File: config.mk
export PLATFORM = sky130hd
export DESIGN_NAME = reg_bank_load_ctrl
export DESIGN_NICKNAME = d
export VERILOG_FILES = /design/src/rtl/tpu_ctrl_pkg.sv /design/src/rtl/reg_bank_load_ctrl_onehot_dec.sv /design/src/rtl/reg_bank_load_ctrl.sv
export SDC_FILE = /design/constraint.sdc
export NUM_CORES = 1
export LEC_CHECK = 0
export CELL_PAD_IN_SITES_DETAIL_PLACEMENT = 1
export CELL_PAD_IN_SITES_GLOBAL_PLACEMENT = 2
export CORE_MARGIN = 10
export CORE_UTILIZATION = 28
export CTS_CLUSTER_DIAMETER = 50
export DETAILED_ROUTE_END_ITERATION = 10
export PLACE_DENSITY = 0.85
export SYNTH_ARGS = -nofsm -noshare
export SYNTH_HDL_FRONTEND = slang
export SYNTH_HIERARCHICAL = 1
export SYNTH_SLANG_ARGS = --single-unit
File: constraint.sdc
create_clock -name clk -period 1.8 [get_ports clk]
set_clock_uncertainty 0.2 [all_clocks]
set_input_delay 0.27 -clock clk [delete_from_list [all_inputs] [get_ports clk]]
set_output_delay 0.27 -clock clk [all_outputs]
set_load 0.02 [all_outputs]
File: src/rtl/tpu_ctrl_pkg.sv
// Shared types for the TPU control blocks: load-sequencer FSM states and
// the byte width of the register bank data path.
package tpu_ctrl_pkg;

  localparam int DATA_W = 8;

  typedef enum logic [2:0] {
    IDLE  = 3'd0,
    CLEAR = 3'd1,
    LOAD  = 3'd2,
    FLUSH = 3'd3,
    DONE  = 3'd4
  } state_e;

endpackage

File: src/rtl/reg_bank_load_ctrl_onehot_dec.sv
// Binary index to one-hot decoder. The output is all-zero when en is low,
// so the caller gets "no write" for free on non-accept cycles.
module onehot_dec #(
  parameter  int NUM_OUT = 8,
  localparam int IDX_W   = $clog2(NUM_OUT)
) (
  input  logic [IDX_W-1:0]   idx,
  input  logic               en,
  output logic [NUM_OUT-1:0] onehot
);

  // Set exactly the addressed bit when enabled.
  always_comb begin
    onehot = '0;
    if (en) onehot[idx] = 1'b1;
  end

endmodule

File: src/rtl/reg_bank_load_ctrl.sv
// Load sequencer for a bank of NUM_REGS byte registers fed from one
// valid/ready byte stream. Drives a shared data bus, a registered one-hot
// write enable and a bank-wide clear pulse.
// Optional build macro REG_BANK_CHECKSUM_EN adds a running sum-mod-256
// output of the bytes accepted in the current/last sequence.
//
// Handshake: a beat transfers on a rising edge where in_valid && in_ready;
// in_ready is high for every cycle the FSM is in LOAD and does not depend
// on in_valid. The producer must hold in_data stable while in_valid is high.
module reg_bank_load_ctrl
  import tpu_ctrl_pkg::*;
#(
  parameter  int NUM_REGS = 8,
  localparam int IDX_W    = $clog2(NUM_REGS)
) (
  input  logic                clk,
  input  logic                reset,
  input  logic                start,
  input  logic                clear,
  input  logic                abort,
  input  logic                in_valid,
  input  logic [DATA_W-1:0]   in_data,
  output logic                in_ready,
  output logic [DATA_W-1:0]   reg_d,
  output logic [NUM_REGS-1:0] reg_en,
  output logic                reg_clr,
  output logic                busy,
  output logic                done,
  output logic [IDX_W:0]      count,
`ifdef REG_BANK_CHECKSUM_EN
  output logic [DATA_W-1:0]   checksum,
`endif
  output state_e              dbg_state
);

  state_e                state_q, state_d;
  logic [IDX_W-1:0]      idx_q, idx_d;
  logic [IDX_W:0]        count_q, count_d;
  logic [DATA_W-1:0]     reg_d_q, reg_d_d;
  logic [NUM_REGS-1:0]   reg_en_q, reg_en_d;
  logic                  reg_clr_q, reg_clr_d;
  logic                  done_q, done_d;
  logic                  accept;
  logic                  last_idx;
  logic [NUM_REGS-1:0]   dec_onehot;

  assign accept   = in_valid && (state_q == LOAD);
  assign last_idx = (idx_q == IDX_W'(NUM_REGS - 1));

  onehot_dec #(.NUM_OUT(NUM_REGS)) u_dec (
    .idx    (idx_q),
    .en     (accept),
    .onehot (dec_onehot)
  );

  // Next-state and registered-output logic for the load sequence.
  always_comb begin
    state_d   = state_q;
    idx_d     = idx_q;
    count_d   = count_q;
    reg_d_d   = reg_d_q;
    reg_en_d  = dec_onehot;
    reg_clr_d = 1'b0;
    done_d    = 1'b0;
    case (state_q)
      IDLE: begin
        if (start) begin
          idx_d   = '0;
          count_d = '0;
          if (clear) begin
            state_d   = CLEAR;
            reg_clr_d = 1'b1;
          end else begin
            state_d = LOAD;
          end
        end
      end
      CLEAR: state_d = abort ? IDLE : LOAD;
      LOAD: begin
        if (accept) begin
          reg_d_d = in_data;
          count_d = count_q + (IDX_W+1)'(1);
          // idx saturates at the last register; only start rewinds it.
          if (!last_idx) idx_d = idx_q + IDX_W'(1);
        end
        // Abort wins over completion; an accepted beat's write still issues.
        if (abort)                   state_d = IDLE;
        else if (accept && last_idx) state_d = FLUSH;
      end
      FLUSH: begin
        state_d = DONE;
        done_d  = 1'b1;
      end
      DONE:    state_d = IDLE;
      default: state_d = IDLE;
    endcase
  end

  // State and output registers, asynchronously cleared.
  always_ff @(posedge clk or negedge reset) begin
    if (!reset) begin
      state_q   <= IDLE;
      idx_q     <= '0;
      count_q   <= '0;
      reg_d_q   <= '0;
      reg_en_q  <= '0;
      reg_clr_q <= 1'b0;
      done_q    <= 1'b0;
    end else begin
      state_q   <= state_d;
      idx_q     <= idx_d;
      count_q   <= count_d;
      reg_d_q   <= reg_d_d;
      reg_en_q  <= reg_en_d;
      reg_clr_q <= reg_clr_d;
      done_q    <= done_d;
    end
  end

`ifdef REG_BANK_CHECKSUM_EN
  logic [DATA_W-1:0] sum_q, sum_d;

  // Running byte sum: cleared by an accepted start, bumped on each accept.
  always_comb begin
    sum_d = sum_q;
    if (state_q == IDLE && start) sum_d = '0;
    else if (accept)              sum_d = sum_q + in_data;
  end

  // Checksum register.
  always_ff @(posedge clk or negedge reset) begin
    if (!reset) sum_q <= '0;
    else        sum_q <= sum_d;
  end

  assign checksum = sum_q;
`endif

  assign in_ready  = (state_q == LOAD);
  assign busy      = (state_q != IDLE);
  assign reg_d     = reg_d_q;
  assign reg_en    = reg_en_q;
  assign reg_clr   = reg_clr_q;
  assign done      = done_q;
  assign count     = count_q;
  assign dbg_state = state_q;

endmodule

==> out/results.txt <==
clk slew on worst S/H paths -> 0.10 ns
Final Setup Violations -> 0
ANT cells -> 0
simple-gate share of the synthesized area -> 21.5%
die area -> 7220 sq um
DR DRC count -> 0
number of global-route vias before repair -> 1052
first-pass GRT wire length -> 5220 um
Pwr Density -> 1360 nW/um^2
CTS tree -> yes
crit path max fanout -> 4
max_cap viols -> 0
mux share of post-synthesis cell area -> 10.2%
cts repair resizes -> 12
type of the worst setup path -> reg -> out
# nets final -> 157
Synth Area per Inst -> 13.6 sq um
Compound-Gate Fraction of Synth Area -> 3.50%
final worst path period share -> 96.6%
largest family of logic cells by synthesized area -> simple AND/OR/NAND/NOR gates
Synth Area in Adders -> 3.18%
Fillers -> 435
cts bufs inserted -> 3
post-synthesis sequential area ratio -> 59.3%
P&R area growth vs syn -> 54.4%
chip width -> 85.0 um
Final Max Tran Viols -> 0
postcts setup bufs -> 0
Tmin final -> 1.74 ns
DRT Wirelength -> 3020 um
number of synthesized register bits -> 28
startpoint class of the critical path -> flop
Max IR drop VDD -> 0.538 mV
post-route ant nets -> 0
initial antenna violation count -> 0
final hold vios -> 0
Syn. warnings -> 6
Syn Inst Count -> 87
Synth Cell Area -> 1180 sq um
Worst-Margin Slew -> 0.353 ns
Clock Root Buffer -> clkbuf_8
hold-fix buffers at CTS -> 0
TNS Setup -> 0 ns
via count -> 885
Final Wtd Congestion -> 0.706
gr ovfl total -> 0
pin count of the biggest net entering global routing -> 29
Routed wire per std cell -> 16.0 um
Port Buffers -> 40
HP Class -> in -> async
XOR/XNOR Fraction of Synth Area -> 0%
layout cell share with drive strength beyond 1 -> 28.8%
status -> finished clean
fmax -> 575 MHz
Worst EP arrival -> 1.27 ns
Mapped Nets -> 104
Starting Density -> 29.3%
Hold Slack -> 0.171 ns
Post-Place Cells -> 185
CTS Sinks -> 28
Non-Filler Instances -> 189
Bufs on Longest Clock Path -> 2
FP Rows -> 23
DR vias/cell -> 4.68
Synth cell types -> 27
worst rel slew slack -> 76.5%
core box area -> 4030 sq um
GRT Util Overall -> 8.63%
Clock Latency Late Sink -> 0.27 ns
leak pwr -> 0.872 nW
DRT iter0 DRCs -> 19
Worst Path Required -> 1.33 ns
Top Ports -> 41
H-tree Lvls -> 1
CP endpoint kind -> output pin
Detailed Place HPWL -> 2380 um
Die Y -> 85.0 um
DR pass1 iterations -> 4
cell usage in the layout, fill, tap and decap left out, drive strengths merged, types with 3 or more instances in the layout:
master	instances
mux2i	3
nor2	4
nand2	10
dlymetal6s2s	3
and4bb	3
and4b	3
clkdlybuf4s50	31
dlygate4sd2	4
buf	11
mux2	8
dfrtp	28
clkbuf	3
nand3b	3
ha	3
o21ai	4
through the flow:
| stage | setup WS [ns] | area (sq um) | total power, W | utilization [%] |
|---|---|---|---|---|
| 2_1_floorplan | -0.0200 | 1200 | 0.00145 | - |
| 3_3_place_gp | -0.0820 | 1740 | 0.00198 | 43.3 |
| 3_5_place_dp | -0.149 | 1740 | 0.00203 | 43.3 |
| 4_1_cts | 0.0288 | 1810 | 0.00252 | 44.9 |
| 5_1_grt | -0.00167 | 1820 | 0.00266 | 45.3 |
| 6_report | 0.0604 | 1820 | 0.00248 | 45.3 |
power breakdown:
group	switching, W	internal (W)	total [W]
Clock	0.000194	0.000298	0.000491
Sequential	0.000107	0.000794	0.000901
Combinational	0.000523	0.000562	0.00108
Yosys cell counts:
cell,n,share of area [%]
dfrtp_1,28,59
nand2_1,10,3.2
mux2_2,8,7.6
nor2_1,4,1.3
o21ai_0,4,1.7
and4b_2,3,2.9
and4bb_2,3,3.2
ha_1,3,3.2
mux2i_1,3,2.5
nand3b_1,3,1.9
nor3_1,2,0.85
a211oi_1,1,0.64
a31oi_1,1,0.53
and2b_1,1,0.64
and3b_1,1,0.74
and4_2,1,0.85
buf_8,1,1.3
clkbuf_1,1,0.32
clkinv_2,1,0.42
inv_1,1,0.32
nand4_4,1,1.8
nor2b_1,1,0.53
nor3b_2,1,1.1
nor4b_2,1,1.3
o21a_1,1,0.64
or3_1,1,0.53
or4b_1,1,0.85
worst max-delay path, stage by stage (launching register included):
cell and delay, ns:
dfrtp_2 0.45, or3_4 0.39, buf_4 0.16
path summary, 6_finish.rpt:
path | from | to | slack [ns] | depth (start not counted)
worst max-delay path | dbg_state[0] | busy | 0.06 | 2
worst min-delay path | reset | reg_en[1] | 0.17 | 2
worst max register to register | dbg_state[2] | idx_q[0] | 0.09 | 6
worst min register to register | count[3] | count[3] | 0.28 | 1
max in group asynchronous | reset | dbg_state[1] | 0.94 | 2
min in group clk | count[3] | count[3] | 0.28 | 1
sequential cells by signal, summed over array words and instances, names as in the netlist:
register,cells
reg_clr,1
reg_en,8
reg_d,8
done,1
count,4
idx_q,3
dbg_state,3
layout make-up:
class,count,area [sq um],share of cell area (%)
Clock buffer,3,41.3,2.26
Sequential cell,28,704,38.6
Inverter,2,8.76,0.480
Timing Repair Buffer,50,502,27.5
Tap cell,50,62.6,3.43
Clock inverter,1,30.0,1.65
Multi-Input combinational cell,55,475,26.1
logic make-up after synthesis:
kind of cell    count (synthesis)
fa+ha+maj                       3
buf+inv                         4
compound gates                  7
flops                          28
mux                            11
simple gates                   34
routing by layer:
layer | track usage, % | routed length [um] | share of wire (%) | up-vias
met4 | 1.80 | 0 | 0 | 0
met2 | 14.4 | 1490 | 49 | 33
met5 | 0 | 0 | 0 | -
met3 | 5.35 | 406 | 13 | 0
li1 | - | - | - | 416
met1 | 9.09 | 1120 | 37 | 436
No activity file was read; power rests on OpenSTA's default activity.
